[src/rtl/fifo_read_packer_pkg.sv]
// Shared constants and types for the FIFO read packer and the FIFO it drains.
// The FIFO and the packer must agree on the default word width.
package fifo_read_packer_pkg;

  localparam int PKR_FIFO_WIDTH = 16;
  localparam int PKR_PACK_RATIO = 4;

  typedef enum logic {
    FILL   = 1'b0,
    OUTPUT = 1'b1
  } pack_state_e;

  // Width of a word counter able to hold 0..ratio inclusive.
  function automatic int count_width(input int ratio);
    return $clog2(ratio + 1);
  endfunction

endpackage

[src/rtl/fifo_read_packer_if.sv]
// FIFO read port, flush request and wide-beat handshake bundled into one interface.
// The packer uses the master view; the FIFO/sink environment uses the slave view.
interface fifo_read_packer_if
  import fifo_read_packer_pkg::*;
#(
  parameter int FIFO_WIDTH = PKR_FIFO_WIDTH,
  parameter int PACK_RATIO = PKR_PACK_RATIO
);

  localparam int CW = count_width(PACK_RATIO);

  logic                             fifo_rd_en;
  logic [FIFO_WIDTH-1:0]            fifo_data_out;
  logic                             fifo_empty;
  logic                             flush;
  logic [FIFO_WIDTH*PACK_RATIO-1:0] pkt_data;
  logic [CW-1:0]                    pkt_count;
  logic                             pkt_valid;
  logic                             pkt_ready;

  modport master (
    output fifo_rd_en,
    input  fifo_data_out,
    input  fifo_empty,
    input  flush,
    output pkt_data,
    output pkt_count,
    output pkt_valid,
    input  pkt_ready
  );

  modport slave (
    input  fifo_rd_en,
    output fifo_data_out,
    output fifo_empty,
    output flush,
    input  pkt_data,
    input  pkt_count,
    input  pkt_valid,
    output pkt_ready
  );

endinterface

[src/rtl/fifo_read_packer.sv]
// Drains a 1-cycle-latency FIFO read port and packs PACK_RATIO words into one
// wide beat (word 0 in the LSBs); a flush emits a partial beat with its count.
module fifo_read_packer
  import fifo_read_packer_pkg::*;
#(
  parameter int FIFO_WIDTH = PKR_FIFO_WIDTH,
  parameter int PACK_RATIO = PKR_PACK_RATIO
) (
  input  logic               i_clk,
  input  logic               i_rst_n,
  fifo_read_packer_if.master bus
);

  localparam int            CW       = count_width(PACK_RATIO);
  localparam int            BW       = FIFO_WIDTH * PACK_RATIO;
  localparam logic [CW:0]   FULL_LVL = (CW+1)'(PACK_RATIO);
  localparam logic [CW-1:0] FULL_CNT = CW'(PACK_RATIO);

  pack_state_e           r_state;
  logic [CW-1:0]         r_count;
  logic                  r_inflight;
  logic                  r_flush_pending;
  logic                  r_pkt_valid;
  logic [CW-1:0]         r_pkt_count;
  logic [BW-1:0]         r_pkt_data;

  logic [CW:0]           w_level;
  logic                  w_fill;
  logic                  w_rd_en;
  logic                  w_beat_full;
  logic                  w_flush_ready;
  logic [PACK_RATIO-1:0] w_lane_we;

  // Read issue and lane decode: words already held plus the one in flight
  // must stay below a full beat, so a read is never issued without a lane.
  always_comb begin
    w_level       = {1'b0, r_count} + {{CW{1'b0}}, r_inflight};
    w_fill        = (r_state == FILL);
    w_rd_en       = i_rst_n && w_fill && !bus.fifo_empty && !r_flush_pending
                    && (w_level < FULL_LVL);
    w_beat_full   = w_fill && r_inflight && (w_level == FULL_LVL);
    w_flush_ready = w_fill && r_flush_pending && !r_inflight;
    w_lane_we     = '0;
    for (int i = 0; i < PACK_RATIO; i++) begin
      w_lane_we[i] = w_fill && r_inflight && (r_count == CW'(i));
    end
  end

  always_ff @(posedge i_clk) begin
    if (!i_rst_n) begin
      r_state         <= FILL;
      r_count         <= '0;
      r_inflight      <= 1'b0;
      r_flush_pending <= 1'b0;
      r_pkt_valid     <= 1'b0;
      r_pkt_count     <= '0;
      r_pkt_data      <= '0;
    end else begin
      case (r_state)
        FILL: begin
          r_inflight <= w_rd_en;
          for (int i = 0; i < PACK_RATIO; i++) begin
            if (w_lane_we[i]) begin
              r_pkt_data[i*FIFO_WIDTH +: FIFO_WIDTH] <= bus.fifo_data_out;
            end
          end
          if (r_inflight) begin
            r_count <= r_count + CW'(1);
          end
          // A completing capture wins over any flush: one full beat, no empty tail.
          if (w_beat_full) begin
            r_state         <= OUTPUT;
            r_pkt_valid     <= 1'b1;
            r_pkt_count     <= FULL_CNT;
            r_flush_pending <= 1'b0;
          end else if (w_flush_ready) begin
            r_flush_pending <= 1'b0;
            if (r_count != '0) begin
              r_state     <= OUTPUT;
              r_pkt_valid <= 1'b1;
              r_pkt_count <= r_count;
            end
          end else if (bus.flush) begin
            r_flush_pending <= 1'b1;
          end
        end

        OUTPUT: begin
          r_inflight <= 1'b0;
          if (r_pkt_valid && bus.pkt_ready) begin
            r_state     <= FILL;
            r_pkt_valid <= 1'b0;
            r_pkt_count <= '0;
            r_pkt_data  <= '0;
            r_count     <= '0;
          end
        end

        default: begin
          r_state <= FILL;
        end
      endcase
    end
  end

  assign bus.fifo_rd_en = w_rd_en;
  assign bus.pkt_valid  = r_pkt_valid;
  assign bus.pkt_data   = r_pkt_data;
  assign bus.pkt_count  = r_pkt_count;

endmodule
[src/flat_wrapper.sv]
// flat-port wrapper written by rule: the top's interface ports become plain ports
module fifo_read_packer_flat import fifo_read_packer_pkg::*;
#(
  parameter int FIFO_WIDTH = PKR_FIFO_WIDTH,
  parameter int PACK_RATIO = PKR_PACK_RATIO
)
  (i_clk, i_rst_n, bus_fifo_rd_en, bus_fifo_data_out, bus_fifo_empty, bus_flush, bus_pkt_data, bus_pkt_count, bus_pkt_valid, bus_pkt_ready);
  fifo_read_packer_if #(.FIFO_WIDTH(FIFO_WIDTH), .PACK_RATIO(PACK_RATIO)) bus_i ();
  input  logic i_clk;
  input  logic i_rst_n;
  output wire logic [$bits(bus_i.fifo_rd_en)-1:0] bus_fifo_rd_en;
  input wire logic [$bits(bus_i.fifo_data_out)-1:0] bus_fifo_data_out;
  input wire logic [$bits(bus_i.fifo_empty)-1:0] bus_fifo_empty;
  input wire logic [$bits(bus_i.flush)-1:0] bus_flush;
  output wire logic [$bits(bus_i.pkt_data)-1:0] bus_pkt_data;
  output wire logic [$bits(bus_i.pkt_count)-1:0] bus_pkt_count;
  output wire logic [$bits(bus_i.pkt_valid)-1:0] bus_pkt_valid;
  input wire logic [$bits(bus_i.pkt_ready)-1:0] bus_pkt_ready;
  assign bus_fifo_rd_en = bus_i.fifo_rd_en;
  assign bus_i.fifo_data_out = bus_fifo_data_out;
  assign bus_i.fifo_empty = bus_fifo_empty;
  assign bus_i.flush = bus_flush;
  assign bus_pkt_data = bus_i.pkt_data;
  assign bus_pkt_count = bus_i.pkt_count;
  assign bus_pkt_valid = bus_i.pkt_valid;
  assign bus_i.pkt_ready = bus_pkt_ready;
  fifo_read_packer #(.FIFO_WIDTH(FIFO_WIDTH), .PACK_RATIO(PACK_RATIO)) u_core (.i_clk(i_clk), .i_rst_n(i_rst_n), .bus(bus_i));
endmodule
[config.mk]
export PLATFORM = sky130hd
export DESIGN_NAME = fifo_read_packer_flat
export DESIGN_NICKNAME = d
export VERILOG_FILES = /design/src/rtl/fifo_read_packer_pkg.sv /design/src/rtl/fifo_read_packer_if.sv /design/src/rtl/fifo_read_packer.sv /design/src/flat_wrapper.sv
export SDC_FILE = /design/constraint.sdc
export NUM_CORES = 1
export LEC_CHECK = 0
export CORE_MARGIN = 2
export CORE_UTILIZATION = 60
export DETAILED_ROUTE_END_ITERATION = 6
export DONT_BUFFER_PORTS = 1
export PLACE_DENSITY = 0.84
export SLEW_MARGIN = 20
export SYNTH_ARGS = -nofsm -noshare
export SYNTH_HDL_FRONTEND = slang
export SYNTH_SLANG_ARGS = --single-unit
export TNS_END_PERCENT = 50
[constraint.sdc]
create_clock -name i_clk -period 2 [get_ports i_clk]
set_input_delay 0.2 -clock i_clk [delete_from_list [all_inputs] [get_ports i_clk]]
set_output_delay 0.2 -clock i_clk [all_outputs]
set_load 0.02 [all_outputs]
# [Yosys cells after proc, flatten, opt, wreduce, memory -nomap -nowiden]
# Index checks and enable logic that the tools add are counted.
[word_totals] ff_bits=74 inputBits=21 out_inout_bits=69 wordCells=79
[op_classes] addsub=2 order_cmp=1 n_eq_ne=12 mux=27 n_bitwise=1 n_reduce_logical=26
[op_table] op="one-hot mux 64 bit (2 select lines)" n=1
[op_table] op="two-way mux 16 bit" n=4
[op_table] op="two-way mux 64 bit" n=1
[op_table] op="two-way mux 3 bit" n=5
[op_table] op="logical AND 1 bit" n=13
[op_table] op="one-hot mux 3 bit (2 select lines)" n=2
[op_table] op="AND reduction 2 bit" n=6
[op_table] op="two-way mux 1 bit" n=11
[op_table] op="inequality test 2 bit, second input constant" n=5
[op_table] op="equality test 3 x 2 -> 1 bit, second input constant" n=2
[op_table] op="inequality test 3 bit, second input constant" n=2
[op_table] op="one-hot mux 1 bit (2 select lines)" n=3
[op_table] op="nonzero test 3 bit" n=2
[op_table] op="adder 3 x 1 -> 4 bit" n=1
[op_table] op="equality test 4 x 3 -> 1 bit, second input constant" n=1
[op_table] op="less-than comparator 4 x 3 -> 1 bit, second input constant" n=1
[op_table] op="adder 3 x 1 -> 3 bit, second input constant" n=1
[op_table] op="equality test 3 x 1 -> 1 bit, second input constant" n=1
[op_table] op="zero test 1 bit" n=3
[op_table] op="zero test 3 bit" n=1
[op_table] op="AND reduction 3 bit" n=1
[op_table] op="inequality test 2 x 1 -> 1 bit, second input constant" n=1
[op_table] op="NOT 1 bit" n=1

# [Longest topological paths before layout]
[logic_depth] word_depth=6 depth_mapped=7 depth_no_buf=6

# [Worst setup path before layout]
# Ideal clock, no wire load.
[synth_timing] path_kind="flip-flop to output port" start="register u_core.r_inflight" end="output bus_fifo_rd_en" arrival_ns=1.631 required_time_ns=1.800 slack_ns=0.169 path_stages_with_launch=6 n_path_buf=0 path_cell_list="dfxtp_1 ha_1 ha_1 nor2_1 a21oi_1 nor4bb_1"
[synth_between] elab_chain_len=3
[synth_lines] item="start, declared" line="fifo_read_packer.sv:21" rtl="logic r_inflight;"
[synth_lines] item="start signal, assigned" line="fifo_read_packer.sv:61" rtl="r_inflight <= w_rd_en;"
[synth_lines] item="adder 3 x 1 -> 4 bit" line="fifo_read_packer.sv:37" rtl="w_level = {1'b0, r_count} + {{CW{1'b0}}, r_inflight};"
[synth_lines] item="less-than comparator 4 x 3 -> 1 bit" line="fifo_read_packer.sv:40" rtl="&& (w_level < FULL_LVL);"
[synth_lines] item="logical AND 1 bit" line="fifo_read_packer.sv:40"
[synth_lines] item="end, declared" line="flat_wrapper.sv:11" rtl="output wire logic [$bits(bus_i.fifo_rd_en)-1:0] bus_fifo_rd_en;"
# No other way between the ends.

# [Final worst setup path]
[layout_timing] start="register u_core.r_count[0]" end="output bus_fifo_rd_en"
[layout_between] elab_chain_len=3
[layout_lines] item="start, declared" line="fifo_read_packer.sv:20" rtl="logic [CW-1:0] r_count;"
[layout_lines] item="start signal, assigned" line="fifo_read_packer.sv:68" rtl="r_count <= r_count + CW'(1);"
[layout_lines] item="adder 3 x 1 -> 4 bit" line="fifo_read_packer.sv:37"
[layout_lines] item="less-than comparator 4 x 3 -> 1 bit" line="fifo_read_packer.sv:40"
[layout_lines] item="logical AND 1 bit" line="fifo_read_packer.sv:40"
# No other way between the ends.

==> results.json <==
{
  "min_from": "i_rst_n",
  "ys.warnings.count": 0,
  "grt_first_pass_wirelength_um": 12700,
  "finalWorstSetupSlack_ps": -9.62,
  "fin_total_pwr_w": 0.00301,
  "hpwl_um": 5310,
  "setup.worst_path.start": "u_core.r_count[0]",
  "critPathBufInv": 1,
  "fin_crit_sh_pct": 100,
  "finalCriticalPeriod_ps": 2010,
  "slew-limit-headroom_pct": 31.3,
  "ioPinCount": 90,
  "grt_max_degree": 46,
  "clock_sinks": 74,
  "synth_seq_cells": 74,
  "wl_per_cell_um": 17.7,
  "internal-power_w": 0.00229,
  "p_leak_nw": 1.23,
  "fillers": 454,
  "insertion_delay_ps": 350,
  "cpLargestDelayFamily": "simple AND/OR/NAND/NOR gates",
  "pwr-share-comb_pct": 7.3,
  "cp_slowest_stage_delay_ps": 370,
  "report.final.slew_viol_count": 0,
  "setup_viol": 1,
  "num_rows": 27,
  "syn_inst": 372,
  "grt_pass1_vias": 2514,
  "vias": 2612,
  "crit_type": "reg -> out",
  "maxCapViolCount": 0,
  "drtAntennaViolNets": 0,
  "htree_levels": 3,
  "cts-buffers-inserted": 9,
  "grt_usage_pct": 26.6,
  "p_per_area_mw_per_mm2": 840,
  "pwr-share-seq_pct": 52.1,
  "async_reset_ff_share_pct": 0,
  "route.detailed.drc": 0,
  "area_growth_syn_to_layout_pct": 8.53,
  "clockPowerShare_pct": 40.6,
  "antenna_found_initial": 0,
  "avgSynthCellArea_sq_um": 8.88,
  "routed_wirelength_um": 7950,
  "die-area_sq_mm": 0.00611,
  "peakVddDrop_v": 0.000574,
  "tns_ps": -9.62,
  "synth_fp_nets": 400,
  "outcome": "finished with violations",
  "cp.required_ps": 1800,
  "ys_seq_area_share_pct": 44.9,
  "clk_pin_slew_ps": 80,
  "synth_edf_count": 0,
  "grt_overflow": 0,
  "tightest_slew_ps": 1030,
  "synth_flop_cell": "dfxtp_1",
  "gp_congestion": 0.833,
  "io_buffers": 0,
  "fmax_mhz": 498,
  "cp_common_cell": "ha_2",
  "crit_slowest_cell": "dfxtp_4",
  "ys_types": 33,
  "fp.coreArea_sq_mm": 0.00541,
  "utilization_pct": 66.3,
  "arrival_ps": 1810,
  "violations": "negative setup slack",
  "r2r_start": "u_core.r_count[0]",
  "drt_iter0_drc": 154,
  "synth_area_sq_mm": 0.00330,
  "finClkSkew_ps": 9.33,
  "diodes": 0,
  "first_pass_iters": 4,
  "crit_path_start_kind": "flip-flop",
  "drive_gt1_share_pct": 16.1,
  "viasPerCell": 5.80,
  "path_cells": "ha_2 -> ha_2 -> nor2_1 -> a21oi_1 -> nor4bb_1 -> buf_4",
  "hold_violations": 0,
  "clockBufferDepth": 2,
  "crit_fanout": 5,
  "root_buffer": "clkbuf_8",
  "start_util_pct": 61.1,
  "cp-end-kind": "output port",
  "layout.nets": 401,
  "p_sw_share_pct": 24.1,
  "hp-class": "in -> reg",
  "p_sw_w": 0.000725,
  "die_height_um": 78.2,
  "die_w_um": 78.2,
  "tritoncts": "done"
}
[logic make-up after synthesis]
family / Yosys count / synth area share, %
AOI/OAI and AO/OA: 81 / 20.4
adders and majority gates: 7 / 2.65
buffers and inverters: 31 / 5.91
DFF: 74 / 44.9
muxes: 1 / 0.341
and+or+nand+nor: 178 / 25.8
[power groups by stage]
stage | registers (W) | logic [W] | clock network (W)
floorplan | 0.00159 | 0.000173 | 0
global placement | 0.00160 | 0.000184 | 0
detailed placement | 0.00161 | 0.000190 | 0
CTS | 0.00157 | 0.000206 | 0.00124
global route | 0.00157 | 0.000245 | 0.00129
finish | 0.00157 | 0.000221 | 0.00122
[state kept, by name (all words and copies together), names as in the netlist]
register	flops
u_core.r_flush_pending	1
u_core.bus.pkt_count	3
u_core.r_count	3
u_core.r_state	1
u_core.bus.pkt_valid	1
u_core.r_inflight	1
u_core.bus.pkt_data	64
[per-stage QoR]
stage	hold slack, ps	std cells	area, sq um	setup slack, ps
floorplan	276	372	3300	169
global placement	279	426	3280	274
detailed placement	280	426	3280	231
CTS	0.399	446	3550	19.1
global route	4.01	450	3580	-61.7
finish	10.7	450	3580	-9.62
[worst register-to-register path, delay by kind of cell, from the launching register on]
kind	cells	cell delay, ps
compound gates	2	750
fa+ha+maj	2	430
flops	1	370
buf+inv	1	140
simple gates	1	140
[cell usage in the layout, fill, tap and decap left out]
master	count
and2b_2	1
o22ai_1	2
nor2_1	3
clkbuf_8	12
ha_1	5
nor3_1	1
dlygate4sd3_1	4
inv_1	4
clkinv_4	1
ha_2	2
a21oi_1	2
nand3_2	1
mux2_2	1
dfxtp_4	2
dfxtp_2	1
a31o_2	1
nor2b_1	4
buf_4	13
a22oi_1	1
a21bo_2	1
and2b_1	12
nand3_1	56
a21boi_1	23
o21ai_2	1
o21ai_0	3
and2_1	5
dfxtp_1	71
a21boi_2	20
a21boi_0	27
nor3b_4	1
nand2b_1	1
nand2b_4	1
clkinvlp_4	1
clkbuf_1	1
nor4bb_1	2
bufinv_16	1
nand2_1	90
[cells in the mapped netlist (2+ instances only)]
master	number	share of area, %
ha_1	7	2.7
and2b_1	12	2.7
o21ai_0	3	0.45
nor2_1	3	0.34
nand2_1	90	10
a21boi_1	22	5.0
clkbuf_1	9	1.0
o22ai_1	2	0.38
nand3_1	57	8.6
buf_2	10	1.5
nor2b_1	4	0.76
a21boi_0	28	6.4
buf_6	3	1.0
dfxtp_1	74	45
buf_8	2	0.91
a21oi_1	2	0.30
a21boi_2	20	6.8
nor4bb_1	2	0.61
inv_1	4	0.45
and2_1	5	0.95
[routing by layer]
| layer | GRT usage (%) | vias up | part of all wire (%) |
|---|---|---|---|
| met5 | 0 | - | 0 |
| met4 | 13.5 | 0 | 2.9 |
| met3 | 9.20 | 19 | 11 |
| met2 | 40.3 | 133 | 45 |
| met1 | 33.5 | 1203 | 40 |
| li1 | - | 1257 | - |
[area by class of cell]
class	count	area [sq um]	share of cell area (%)
tap	72	90.1	2.51
multi-input combinational	267	1640	45.6
clock inverter	3	46.3	1.29
inverter	4	15.0	0.419
sequential	74	1490	41.6
timing repair buffer	17	138	3.84
clock buffer	13	169	4.71
[path summary, 6_finish.rpt]
kind / cells after the start / slack (ps) / to
worst min register to register: 2 / 570 / u_core.bus.pkt_count[2]
worst min-delay path: 1 / 10 / u_core.bus.pkt_data[8]
worst max register to register: 6 / 110 / u_core.bus.pkt_data[52]
worst max-delay path: 6 / -10 / bus_fifo_rd_en
[timing repair]
item,in CTS,in global routing
gates cloned,0,0
hold endpoints to repair,35,0
hold buffers,4,0
endpoints found under the setup margin,1,1
resized for setup,5,3
pin swaps,1,1
buffers inserted,0,4
Power figures use the tool's default switching activity.
